$ cat src/rtl/hbi_pkg.sv
// hbi_pkg: shared types and constants for the HBI read prefetch buffer.
// Holds the FSM state enum, the page size, the default FIFO depth and address
// width, and a helper that detects the last dword of a 1K-dword page.
package hbi_pkg;

    typedef enum logic [1:0] {
        IDLE  = 2'd0,
        FETCH = 2'd1,
        DONE  = 2'd2
    } hbi_state_e;

    localparam int HBI_PAGE_DW     = 1024;
    localparam int HBI_DEPTH_DEF   = 8;
    localparam int HBI_ADDR_W_DEF  = 23;
    localparam int HBI_CNT_W_DEF   = $clog2(HBI_DEPTH_DEF) + 1;

    // True when the low ten address bits select the final dword of a page.
    function automatic logic hbi_page_last(input logic [9:0] addr_lo);
        return (addr_lo == 10'(HBI_PAGE_DW - 1));
    endfunction

endpackage

$ cat src/rtl/hbi_sync_fifo.sv
// hbi_sync_fifo: small synchronous FIFO for returned read words.
// Registered storage with fall-through read; the head word is forced to 0
// while the FIFO is empty so downstream logic never sees stale data.
module hbi_sync_fifo
    import hbi_pkg::*;
#(
    parameter int DEPTH = HBI_DEPTH_DEF,
    parameter int DW    = 32
) (
    input  logic                     hb_clk,
    input  logic                     sys_reset_n,
    input  logic                     clr,
    input  logic                     push,
    input  logic [DW-1:0]            wdata,
    input  logic                     pop,
    output logic [DW-1:0]            rdata,
    output logic [$clog2(DEPTH):0]   count,
    output logic                     empty
);

    localparam int PTR_W = $clog2(DEPTH);
    localparam int CNT_W = PTR_W + 1;

    logic [DW-1:0]    mem_r [DEPTH];
    logic [PTR_W-1:0] wr_ptr_r;
    logic [PTR_W-1:0] rd_ptr_r;
    logic [CNT_W-1:0] count_r;
    logic             push_s;
    logic             pop_s;
    logic             empty_s;
    logic             full_s;

    // Qualify push/pop against the current occupancy.
    always_comb begin
        empty_s = (count_r == {CNT_W{1'b0}});
        full_s  = (count_r == CNT_W'(DEPTH));
        push_s  = push & ~full_s;
        pop_s   = pop & ~empty_s;
    end

    // Pointer and occupancy tracking; clr empties the FIFO in one cycle.
    always_ff @(posedge hb_clk or negedge sys_reset_n) begin
        if (!sys_reset_n) begin
            wr_ptr_r <= {PTR_W{1'b0}};
            rd_ptr_r <= {PTR_W{1'b0}};
            count_r  <= {CNT_W{1'b0}};
        end else if (clr) begin
            wr_ptr_r <= {PTR_W{1'b0}};
            rd_ptr_r <= {PTR_W{1'b0}};
            count_r  <= {CNT_W{1'b0}};
        end else begin
            if (push_s) begin
                wr_ptr_r <= wr_ptr_r + {{(PTR_W-1){1'b0}}, 1'b1};
            end
            if (pop_s) begin
                rd_ptr_r <= rd_ptr_r + {{(PTR_W-1){1'b0}}, 1'b1};
            end
            case ({push_s, pop_s})
                2'b10:   count_r <= count_r + {{(CNT_W-1){1'b0}}, 1'b1};
                2'b01:   count_r <= count_r - {{(CNT_W-1){1'b0}}, 1'b1};
                default: count_r <= count_r;
            endcase
        end
    end

    // Word storage; contents need no clearing because the output is masked.
    always_ff @(posedge hb_clk or negedge sys_reset_n) begin
        if (!sys_reset_n) begin
            for (int i = 0; i < DEPTH; i++) begin
                mem_r[i] <= {DW{1'b0}};
            end
        end else if (push_s && !clr) begin
            mem_r[wr_ptr_r] <= wdata;
        end
    end

    // Fall-through head word, zero while empty.
    always_comb begin
        if (empty_s) begin
            rdata = {DW{1'b0}};
        end else begin
            rdata = mem_r[rd_ptr_r];
        end
    end

    assign count = count_r;
    assign empty = empty_s;

endmodule

$ cat src/rtl/hbi_rd_prefetch.sv
// hbi_rd_prefetch: host-bus read prefetch buffer ahead of the HBI data-out stage.
// Issues sequential dword reads to the memory controller, buffers returns and
// presents the head word with rd_data_avail. Build option HBI_RD_PREFETCH_EN:
// when defined, up to DEPTH words are fetched ahead; when undefined, only one
// word is ever outstanding and a new request waits for the FIFO to drain.
module hbi_rd_prefetch
    import hbi_pkg::*;
#(
    parameter int DEPTH  = HBI_DEPTH_DEF,
    parameter int ADDR_W = HBI_ADDR_W_DEF
) (
    input  logic              hb_clk,
    input  logic              sys_reset_n,
    input  logic              rd_start,
    input  logic [ADDR_W-1:0] rd_addr,
    input  logic              rd_flush,
    input  logic              trdy_n,
    input  logic              irdy_n,
    output logic              mc_req,
    output logic [ADDR_W-1:0] mc_req_addr,
    input  logic              mc_ack,
    input  logic              mc_rdata_vld,
    input  logic [31:0]       mc_rdata,
    output logic [31:0]       hb_rcache_dout,
    output logic              rd_data_avail,
    output logic              rd_busy
);

    localparam int CNT_W  = $clog2(DEPTH) + 1;
    localparam int SUM_W  = CNT_W + 1;
    // Stale returns can pile up across repeated flush/restart sequences.
    localparam int DROP_W = CNT_W + 4;
`ifdef HBI_RD_PREFETCH_EN
    localparam int CREDIT_LIM = DEPTH;
`else
    localparam int CREDIT_LIM = 1;
`endif

    hbi_state_e        state_r;
    hbi_state_e        state_nx_s;
    logic              mc_req_r;
    logic              mc_req_nx_s;
    logic [ADDR_W-1:0] addr_r;
    logic [ADDR_W-1:0] addr_nx_s;
    logic [CNT_W-1:0]  inflight_r;
    logic [CNT_W-1:0]  inflight_tmp_s;
    logic [CNT_W-1:0]  inflight_nx_s;
    logic [DROP_W-1:0] drop_cnt_r;
    logic [DROP_W-1:0] drop_tmp_s;
    logic [DROP_W-1:0] drop_nx_s;
    logic              busy_r;
    logic              busy_nx_s;
    logic [CNT_W-1:0]  fifo_count_s;
    logic [CNT_W-1:0]  fifo_count_nx_s;
    logic              fifo_empty_s;
    logic [31:0]       fifo_dout_s;
    logic [SUM_W-1:0]  credit_sum_s;
    logic              acc_s;
    logic              ret_drop_s;
    logic              ret_keep_s;
    logic              push_s;
    logic              pop_s;
    logic              start_ok_s;

    // Next-state, credit and drop accounting for the request engine.
    always_comb begin
        acc_s      = mc_req_r & mc_ack;
        ret_drop_s = mc_rdata_vld & (drop_cnt_r != {DROP_W{1'b0}});
        ret_keep_s = mc_rdata_vld & (drop_cnt_r == {DROP_W{1'b0}});
        // A return landing in the flush cycle belongs to the old transaction.
        push_s     = ret_keep_s & ~rd_flush;
        pop_s      = ~trdy_n & ~irdy_n & ~fifo_empty_s & ~rd_flush;

        // Returns come back in order, so stale words are consumed first.
        inflight_tmp_s = inflight_r + CNT_W'(acc_s) - CNT_W'(ret_keep_s);
        drop_tmp_s     = drop_cnt_r - DROP_W'(ret_drop_s);
        if (rd_flush) begin
            drop_nx_s       = drop_tmp_s + DROP_W'(inflight_tmp_s);
            inflight_nx_s   = {CNT_W{1'b0}};
            fifo_count_nx_s = {CNT_W{1'b0}};
        end else begin
            drop_nx_s       = drop_tmp_s;
            inflight_nx_s   = inflight_tmp_s;
            fifo_count_nx_s = fifo_count_s + CNT_W'(push_s) - CNT_W'(pop_s);
        end

        start_ok_s = rd_start & ((state_r == IDLE) | rd_flush);

        state_nx_s = state_r;
        case (state_r)
            IDLE: begin
                if (rd_start) begin
                    state_nx_s = FETCH;
                end else begin
                    state_nx_s = IDLE;
                end
            end
            FETCH: begin
                if (rd_flush) begin
                    state_nx_s = rd_start ? FETCH : IDLE;
                end else if (acc_s && hbi_page_last(addr_r[9:0])) begin
                    state_nx_s = DONE;
                end else begin
                    state_nx_s = FETCH;
                end
            end
            DONE: begin
                if (rd_flush) begin
                    state_nx_s = rd_start ? FETCH : IDLE;
                end else begin
                    state_nx_s = DONE;
                end
            end
            default: state_nx_s = IDLE;
        endcase

        if (start_ok_s) begin
            addr_nx_s = rd_addr;
        end else if (acc_s) begin
            addr_nx_s = addr_r + {{(ADDR_W-1){1'b0}}, 1'b1};
        end else begin
            addr_nx_s = addr_r;
        end

        credit_sum_s = SUM_W'(fifo_count_nx_s) + SUM_W'(inflight_nx_s);
        mc_req_nx_s  = (state_nx_s == FETCH) && (credit_sum_s < SUM_W'(CREDIT_LIM));
        busy_nx_s    = (state_nx_s != IDLE) || (drop_nx_s != {DROP_W{1'b0}});
    end

    // Request FSM with registered request, address and busy outputs.
    always_ff @(posedge hb_clk or negedge sys_reset_n) begin
        if (!sys_reset_n) begin
            state_r    <= IDLE;
            mc_req_r   <= 1'b0;
            addr_r     <= {ADDR_W{1'b0}};
            inflight_r <= {CNT_W{1'b0}};
            drop_cnt_r <= {DROP_W{1'b0}};
            busy_r     <= 1'b0;
        end else begin
            state_r    <= state_nx_s;
            mc_req_r   <= mc_req_nx_s;
            addr_r     <= addr_nx_s;
            inflight_r <= inflight_nx_s;
            drop_cnt_r <= drop_nx_s;
            busy_r     <= busy_nx_s;
        end
    end

    hbi_sync_fifo #(
        .DEPTH (DEPTH),
        .DW    (32)
    ) u_fifo (
        .hb_clk      (hb_clk),
        .sys_reset_n (sys_reset_n),
        .clr         (rd_flush),
        .push        (push_s),
        .wdata       (mc_rdata),
        .pop         (pop_s),
        .rdata       (fifo_dout_s),
        .count       (fifo_count_s),
        .empty       (fifo_empty_s)
    );

    assign mc_req         = mc_req_r;
    assign mc_req_addr    = addr_r;
    assign rd_busy        = busy_r;
    assign rd_data_avail  = ~fifo_empty_s;
    assign hb_rcache_dout = fifo_dout_s;

endmodule

$ cat config.mk
export PLATFORM = sky130hd
export DESIGN_NAME = hbi_rd_prefetch
export DESIGN_NICKNAME = d
export VERILOG_FILES = /design/src/rtl/hbi_pkg.sv /design/src/rtl/hbi_sync_fifo.sv /design/src/rtl/hbi_rd_prefetch.sv
export SDC_FILE = /design/constraint.sdc
export NUM_CORES = 1
export LEC_CHECK = 0
export CAP_MARGIN = 20
export CORE_MARGIN = 2
export CORE_UTILIZATION = 52
export DETAILED_ROUTE_END_ITERATION = 10
export PLACE_DENSITY_LB_ADDON = 0.15
export SYNTH_ARGS = -nofsm -noshare
export SYNTH_HDL_FRONTEND = slang
export SYNTH_HIERARCHICAL = 1
export SYNTH_SLANG_ARGS = --single-unit
$ cat constraint.sdc
create_clock -name hb_clk -period 5.19 [get_ports hb_clk]
set_clock_uncertainty 0.15 [all_clocks]
set_input_delay 0.519 -clock hb_clk [delete_from_list [all_inputs] [get_ports hb_clk]]
set_output_delay 0.519 -clock hb_clk [all_outputs]
set_load 0.005 [all_outputs]
## Word-level counts from Yosys, hierarchy flattened

Index checks and enable logic that the tools add are counted.

- Logic and storage cells: 97
- Register bits after elaboration: 305
- Output and inout port bits: 58
- Bits of input ports: 63

- Muxes and demuxes: 23
- Eq/ne operators: 7
- Bitwise logic cells: 18
- Reduce and logical (&&, ||, !) cells: 16
- Order comparisons: 4
- $add $sub $neg: 12

Operators by type and width:

| kind | number |
|---|---|
| $bwmux 256 | 1 |
| $mux 32 | 4 |
| $bmux 32 s3 | 1 |
| $demux 32 s3 | 1 |
| $mux 23 | 2 |
| $add 23x1->23 const B | 1 |
| $reduce_bool 8->1 | 2 |
| $mux 3 | 4 |
| $mux 4 | 3 |
| $and 1x1->1 | 10 |
| $eq 10x10->1 const B | 1 |
| $add 4x1->4 | 2 |
| $add 8x4->8 | 1 |
| $ge 4x4->1 const B | 2 |
| $logic_not 8->1 | 1 |
| $mux 8 | 1 |
| $not 3->4 | 2 |
| $pmux 4 s2 | 1 |
| $reduce_bool 2->1 | 4 |
| $sub 4x1->4 | 2 |
| $sub 8x1->8 | 1 |
| $add 3x1->3 const B | 2 |
| $eq 2x1->1 const B | 3 |
| $mux 2 | 3 |
| other kinds (17) | 25 |

## Depth between registers and ports, before layout

- Depth in word-level cells: 9
- Mapped depth: 18
- Mapped depth without buffers: 17

## Modules after synthesis

Netlist, hierarchy kept.

By module, submodules not included:

| module | instances | seq. area each (sq um) | area each (sq um) | cells each |
|---|---|---|---|---|
| hbi_sync_fifo | 1 | 6656.4 | 12132.9 | 762 |
| hbi_rd_prefetch | 1 | 975.9 | 2648.8 | 295 |

## Least setup slack after synthesis

No wires, ideal clock.

- Path kind: reg-to-reg
- Start: register drop_cnt_r[4]
- End: register busy_r (netlist: rd_busy)
- Arrival time: 3.763 ns
- Buffers on the path: 1
- Setup time: 0.139 ns
- Path slack: 1.139 ns
- Data required time: 4.901 ns
- Cell stages (with the launch flop): 17
- Clock period less this slack: 4.051 ns
- Cells stage by stage: dfrtp_1 > buf_4 > nor3_1 > and3_1 > nand2_1 > inv_1 > ha_1 > inv_1 > ha_1 > fa_1 > inv_1 > fa_1 > nand2b_1 > a21oi_1 > xor2_1 > or4_1 > or4_1

- Cells in the longest elaborated chain, start to end: 7
- Elaborated cells on any way between the ends: 10
- Classes of those cells: add/sub (3); mux (1); bitwise (2); reduce/logical (4)

Ends and longest elaborated chain:

| item | line | text |
|---|---|---|
| from (decl) | hbi_rd_prefetch.sv:48 | `logic [DROP_W-1:0] drop_cnt_r;` |
| from (signal assigned) | hbi_rd_prefetch.sv:137 | `drop_cnt_r <= {DROP_W{1'b0}};` |
| from (signal assigned) | hbi_rd_prefetch.sv:144 | `drop_cnt_r <= drop_nx_s;` |
| $reduce_bool 8->1 / $logic_not 8->1 (equally long branches) | hbi_rd_prefetch.sv:68, hbi_rd_prefetch.sv:69 |  |
| $and 1x1->1, on equally long branches | hbi_rd_prefetch.sv:68, hbi_rd_prefetch.sv:69 |  |
| $sub 8x1->8 / $sub 4x1->4 (equally long branches) | hbi_rd_prefetch.sv:76, hbi_rd_prefetch.sv:75 |  |
| $add 8x4->8 | hbi_rd_prefetch.sv:78 | `drop_nx_s = drop_tmp_s + DROP_W'(inflight_tmp_s);` |
| $mux 8 (*) | hbi_rd_prefetch.sv:77 | `if (rd_flush) begin` |
| named net drop_nx_s[4] | hbi_rd_prefetch.sv:50 | `logic [DROP_W-1:0] drop_nx_s;` |
| $reduce_bool 8->1 (*) | hbi_rd_prefetch.sv:127 | `busy_nx_s = (state_nx_s != IDLE) \|\| (drop_nx_s != {DROP_W{1'b0}});` |
| $logic_or 1x1->1 (*) | hbi_rd_prefetch.sv:127 |  |
| named net busy_nx_s | hbi_rd_prefetch.sv:52 | `logic busy_nx_s;` |
| to (signal assigned) | hbi_rd_prefetch.sv:145 | `busy_r <= busy_nx_s;` |
| to (decl) | hbi_rd_prefetch.sv:51 | `logic busy_r;` |

Mark *: on every way through the listed nets, which the timed path passes. The rest lies on a longest branch.
A chain may end at the register's enable or synchronous reset.

## Final worst setup path

Same ends and word-level chain as after synthesis.

==> results.txt <==
----------------------------------------------------
[Clock tree]
  Clock Pin Slew Worst Setup and Hold Paths ... 0.06 ns
  Count of instances resized after the clock tree is built ... 0
  H-tree depth ... 2
  Clock latency reported for the late side of the worst-skew pair ... 0.50 ns
  Count of buffers added by post-CTS timing repair for setup ... 0
  # hold bufs at CTS ... 0
  CTS Buffer Depth ... 3
  Root buffer selected by CTS ... sky130_fd_sc_hd__clkbuf_16
  Clock buffers created by TritonCTS ... 34
  Clock sink count ... 305
  CTS tree ... built

[Setup path]
  Required time worst endpoint ... 5.41 ns
  Critical-path maximum fanout ... 8
  Worst reg2reg startpoint ... drop_cnt_r[4]
  Worst Path Class, Setup ... flop to flop
  Kind of start point of the critical path ... flop
  Critical path startpoint ... drop_cnt_r[4]
  Worst setup slack for register-to-register paths ... 0.71 ns
  R2R depth ... 15
  Crit end category ... flop
  Critical path data arrival time ... 4.69 ns

[Status]
  Failing checks ... negative hold slack
  Result of the run ... finished with violations

[Floorplan]
  Starting utilization of the core area ... 53.06%
  Die Area ... 29790 sq um
  Area inside the core boundary ... 27860 sq um
  Number of ports placed on the die boundary ... 121
  Die height ... 172.6 microns
  Number of rows created at floorplan ... 61
  X dimension of the die ... 172.6 microns

[Global routing]
  Number of antenna violations at the first check in global routing ... 0
  Number of global-route vias before repair ... 9392
  Met1 routing resource usage after global routing ... 29.72%
  Gr usage total ... 21.58%
  Global-route track usage on met3 ... 3.584%
  Largest net degree at the start of global routing ... 123
  Global Route met2 Usage ... 35.64%
  Global-route wire length before repair ... 51380 microns
  Overflow left after global routing ... 0
  Most heavily used metal layer in global routing ... met2

[Timing]
  RSZ-0062 raised after global routing ... no
  Fin Hold WS ... -0.02566 ns
  Total negative slack for setup checks ... 0 ns
  Hold violation total from the final report ... 21
  Max Clock Freq ... 223.4 MHz
  Post-layout min period ... 4.477 ns
  Max transition margin ... 26.15%
  Final setup margin ... 0.7129 ns
  Worst Max-Slew Pin Slew ... 1.104 ns
  Number of max-slew violations in the final report ... 0
  Fraction of the cycle the final worst path needs ... 86.26%
  Number of endpoints failing setup at the final stage ... 0

[Place]
  Last weighted congestion value of the routability-driven placer ... 0.7541
  Pre-CTS setup slack ... 0.5831 ns
  Port Buf Inserts ... 120
  Estimated wirelength of the detail-placed design ... 18860 microns

[Synthesis]
  Share of flip-flops with an asynchronous set or reset after synthesis ... 100.0%
  Post-Syn Nets ... 1147
  Cell area after synthesis ... 14780 sq um
  Prevailing post-synth register cell ... sky130_fd_sc_hd__dfrtp_1
  Sequential element share of the synthesized area ... 51.63%
  Synthesized area divided by synthesized cell count ... 13.98 sq um
  Number of standard cells after synthesis ... 1057
  Yosys warns ... 6
  Number of synthesized flops with an enable pin ... 0
  Number of unique standard cell types used by synthesis ... 55
  Seq cells post-synth ... 305

[Final layout]
  Syn-to-layout area delta ... 17.39%
  Final #Nets ... 1261
  Fraction of layout instances using a drive strength above 1 ... 33.59%
  Core utilization of the finished layout ... 62.29%
  Area of the multi-input gates ... 6763 sq um
  Footprint of the flip-flops and latches ... 7639 sq um
  Final-layout fill cell count ... 2151
  Diodes inserted ... 0

[Power]
  Pleak ... 8.041 nW
  PD cells ... 315.3 nW/um^2
  Total Power Consumption ... 5.472 mW
  Maximum vdd ir drop ... 0.1863 mV

[Drt]
  Antenna Nets Post-Route ... 0
  Post-DR wirelength/cell ... 19.97 microns
  Vias per cell ... 5.702
  Residual DRC ... 0
  Vias ... 8946
  Number of detailed-routing iterations run before antenna repair ... 4
  Final routed wirelength across all metal layers ... 31340 microns
  Drt first-iter violations ... 423

[Job]
  Reported max-cap violation count ... 0

[Hold path]
  Hold WC Path Type ... input pin to asynchronous set/reset pin

----------------------------------------------------
worst max-delay path, cell delays in order (launching register included):
cell and delay (ns):
sky130_fd_sc_hd__dfrtp_1 0.55, sky130_fd_sc_hd__nor3_1 0.12, sky130_fd_sc_hd__and3_1 0.20, sky130_fd_sc_hd__nand2_1 0.11
sky130_fd_sc_hd__inv_1 0.05, sky130_fd_sc_hd__ha_1 0.27, sky130_fd_sc_hd__inv_1 0.04, sky130_fd_sc_hd__ha_1 0.19
sky130_fd_sc_hd__fa_1 0.54, sky130_fd_sc_hd__inv_1 0.06, sky130_fd_sc_hd__fa_1 0.40, sky130_fd_sc_hd__nand2b_1 0.16
sky130_fd_sc_hd__a21oi_1 0.34, sky130_fd_sc_hd__xor2_1 0.16, sky130_fd_sc_hd__or4_1 0.52, sky130_fd_sc_hd__or4_1 0.48
area by class of cell:
class                      instances  area share (%)
clock buffer                      51           5.566
clock inverter                     5          0.1658
inverter                          28          0.6057
multi-input combinational        664           38.97
sequential                       305           44.02
tap                              378           2.726
timing repair buffer             138           7.946
synth_stat cells (all sizes together) (2+ instances only):
master    n  area share, %
o21ai     7           0.24
nor2     79            2.0
nand3    12           0.41
dfrtp   305             52
mux2i    37            2.5
or4       3           0.15
o31a      3           0.18
and4      5           0.30
mux4     64            9.8
xor2     25            1.5
nor3      6           0.28
buf      41            1.6
clkbuf   19           0.48
a211oi    4           0.20
ha       23            1.9
a21oi    35            1.2
xnor2    20            1.2
nor2b     9           0.38
and3      6           0.25
nand3b    3           0.15
o21a      2           0.10
a21o      3           0.16
a31oi     2          0.085
nor4      4           0.17
inv      28           0.71
fa        4           0.54
nand4     5           0.21
nand2    23           0.58
nand2b    5           0.21
nor4b     3           0.26
mux2    256             20
path summary, 6_finish.rpt:
path,end
max,rd_busy
min,drop_cnt_r[5]
max reg2reg,rd_busy
min reg2reg,u_fifo/mem_r[49]
max in group asynchronous,u_fifo/mem_r[84]
min in group hb_clk,u_fifo/mem_r[49]
cells by family (layout without fill, tap and decap cells):
kind of cell	count (synthesis)	after routing	share of synthesized area [%]
AOI/OAI and AO/OA	66	66	2.870
buffers and inverters	88	222	2.827
adders and majority gates	27	27	2.489
xor gates and xnor gates	45	45	2.717
DFF	305	305	51.63
muxes	357	357	31.76
and+or+nand+nor	169	169	5.705
cell usage in the layout, fill, tap and decap left out, types with 3 or more instances in the layout:
| cell type | Yosys | final |
|---|---|---|
| sky130_fd_sc_hd__dfrtp_1 | 305 | 302 |
| sky130_fd_sc_hd__mux2_2 | 254 | 254 |
| sky130_fd_sc_hd__clkdlybuf4s50_1 | 0 | 119 |
| sky130_fd_sc_hd__nor2_1 | 79 | 79 |
| sky130_fd_sc_hd__mux4_2 | 64 | 64 |
| sky130_fd_sc_hd__mux2i_1 | 37 | 37 |
| sky130_fd_sc_hd__a21oi_1 | 35 | 35 |
| sky130_fd_sc_hd__clkbuf_16 | 0 | 35 |
| sky130_fd_sc_hd__inv_1 | 28 | 28 |
| sky130_fd_sc_hd__xor2_1 | 25 | 25 |
| sky130_fd_sc_hd__ha_1 | 23 | 23 |
| sky130_fd_sc_hd__xnor2_1 | 19 | 19 |
| sky130_fd_sc_hd__nand2_1 | 23 | 17 |
| sky130_fd_sc_hd__buf_4 | 13 | 15 |
| sky130_fd_sc_hd__clkbuf_1 | 19 | 13 |
| sky130_fd_sc_hd__nand3_1 | 12 | 10 |
| sky130_fd_sc_hd__nor2b_1 | 9 | 9 |
| sky130_fd_sc_hd__o21ai_0 | 7 | 7 |
| sky130_fd_sc_hd__and3_1 | 6 | 6 |
| sky130_fd_sc_hd__nand2_2 | 0 | 6 |
| sky130_fd_sc_hd__nand2b_1 | 5 | 5 |
| sky130_fd_sc_hd__and4_1 | 5 | 5 |
| sky130_fd_sc_hd__nor3_1 | 5 | 5 |
| sky130_fd_sc_hd__nand4_1 | 5 | 5 |
| sky130_fd_sc_hd__a211oi_1 | 4 | 4 |
| sky130_fd_sc_hd__fa_1 | 4 | 4 |
| sky130_fd_sc_hd__clkinv_2 | 0 | 4 |
| sky130_fd_sc_hd__o31a_1 | 3 | 3 |
| sky130_fd_sc_hd__nor4_1 | 4 | 3 |
| sky130_fd_sc_hd__nand3b_1 | 3 | 3 |
| sky130_fd_sc_hd__or4_1 | 3 | 3 |
| sky130_fd_sc_hd__clkbuf_8 | 0 | 3 |
| sky130_fd_sc_hd__buf_12 | 0 | 3 |
power breakdown:
group	total, mW	internal [mW]	switching [mW]
logic	0.724	0.351	0.373
registers	2.56	2.47	0.0965
clock network	2.18	1.28	0.903
total	5.47	4.10	1.37
state kept, by name, indices dropped and copies added, names as in the netlist:
signal,flops
drop_cnt_r,8
inflight_r,4
mc_req,1
mc_req_addr,23
rd_busy,1
state_r,2
u_fifo/count,4
u_fifo/mem_r,256
u_fifo/rd_ptr_r,3
u_fifo/wr_ptr_r,3
routing by layer:
layer  vias to the layer above  wire length (microns)
met5                         -                      0
met4                         0                    686
met3                        56                   1411
met2                       190                  14940
met1                      4621                  14300
li1                       4079                      -
through the flow:
step | cells | instance area, sq um | hold slack, ns
detailed placement | 1513 | 16360 | 0.3369
global route | 1569 | 17350 | 0.06335
floorplan | 1057 | 14780 | 0.07341
finish | 1569 | 17350 | -0.02566
global placement | 1513 | 16360 | 0.3195
CTS | 1569 | 17350 | 0.008559
(Power assumes the default switching activity.)
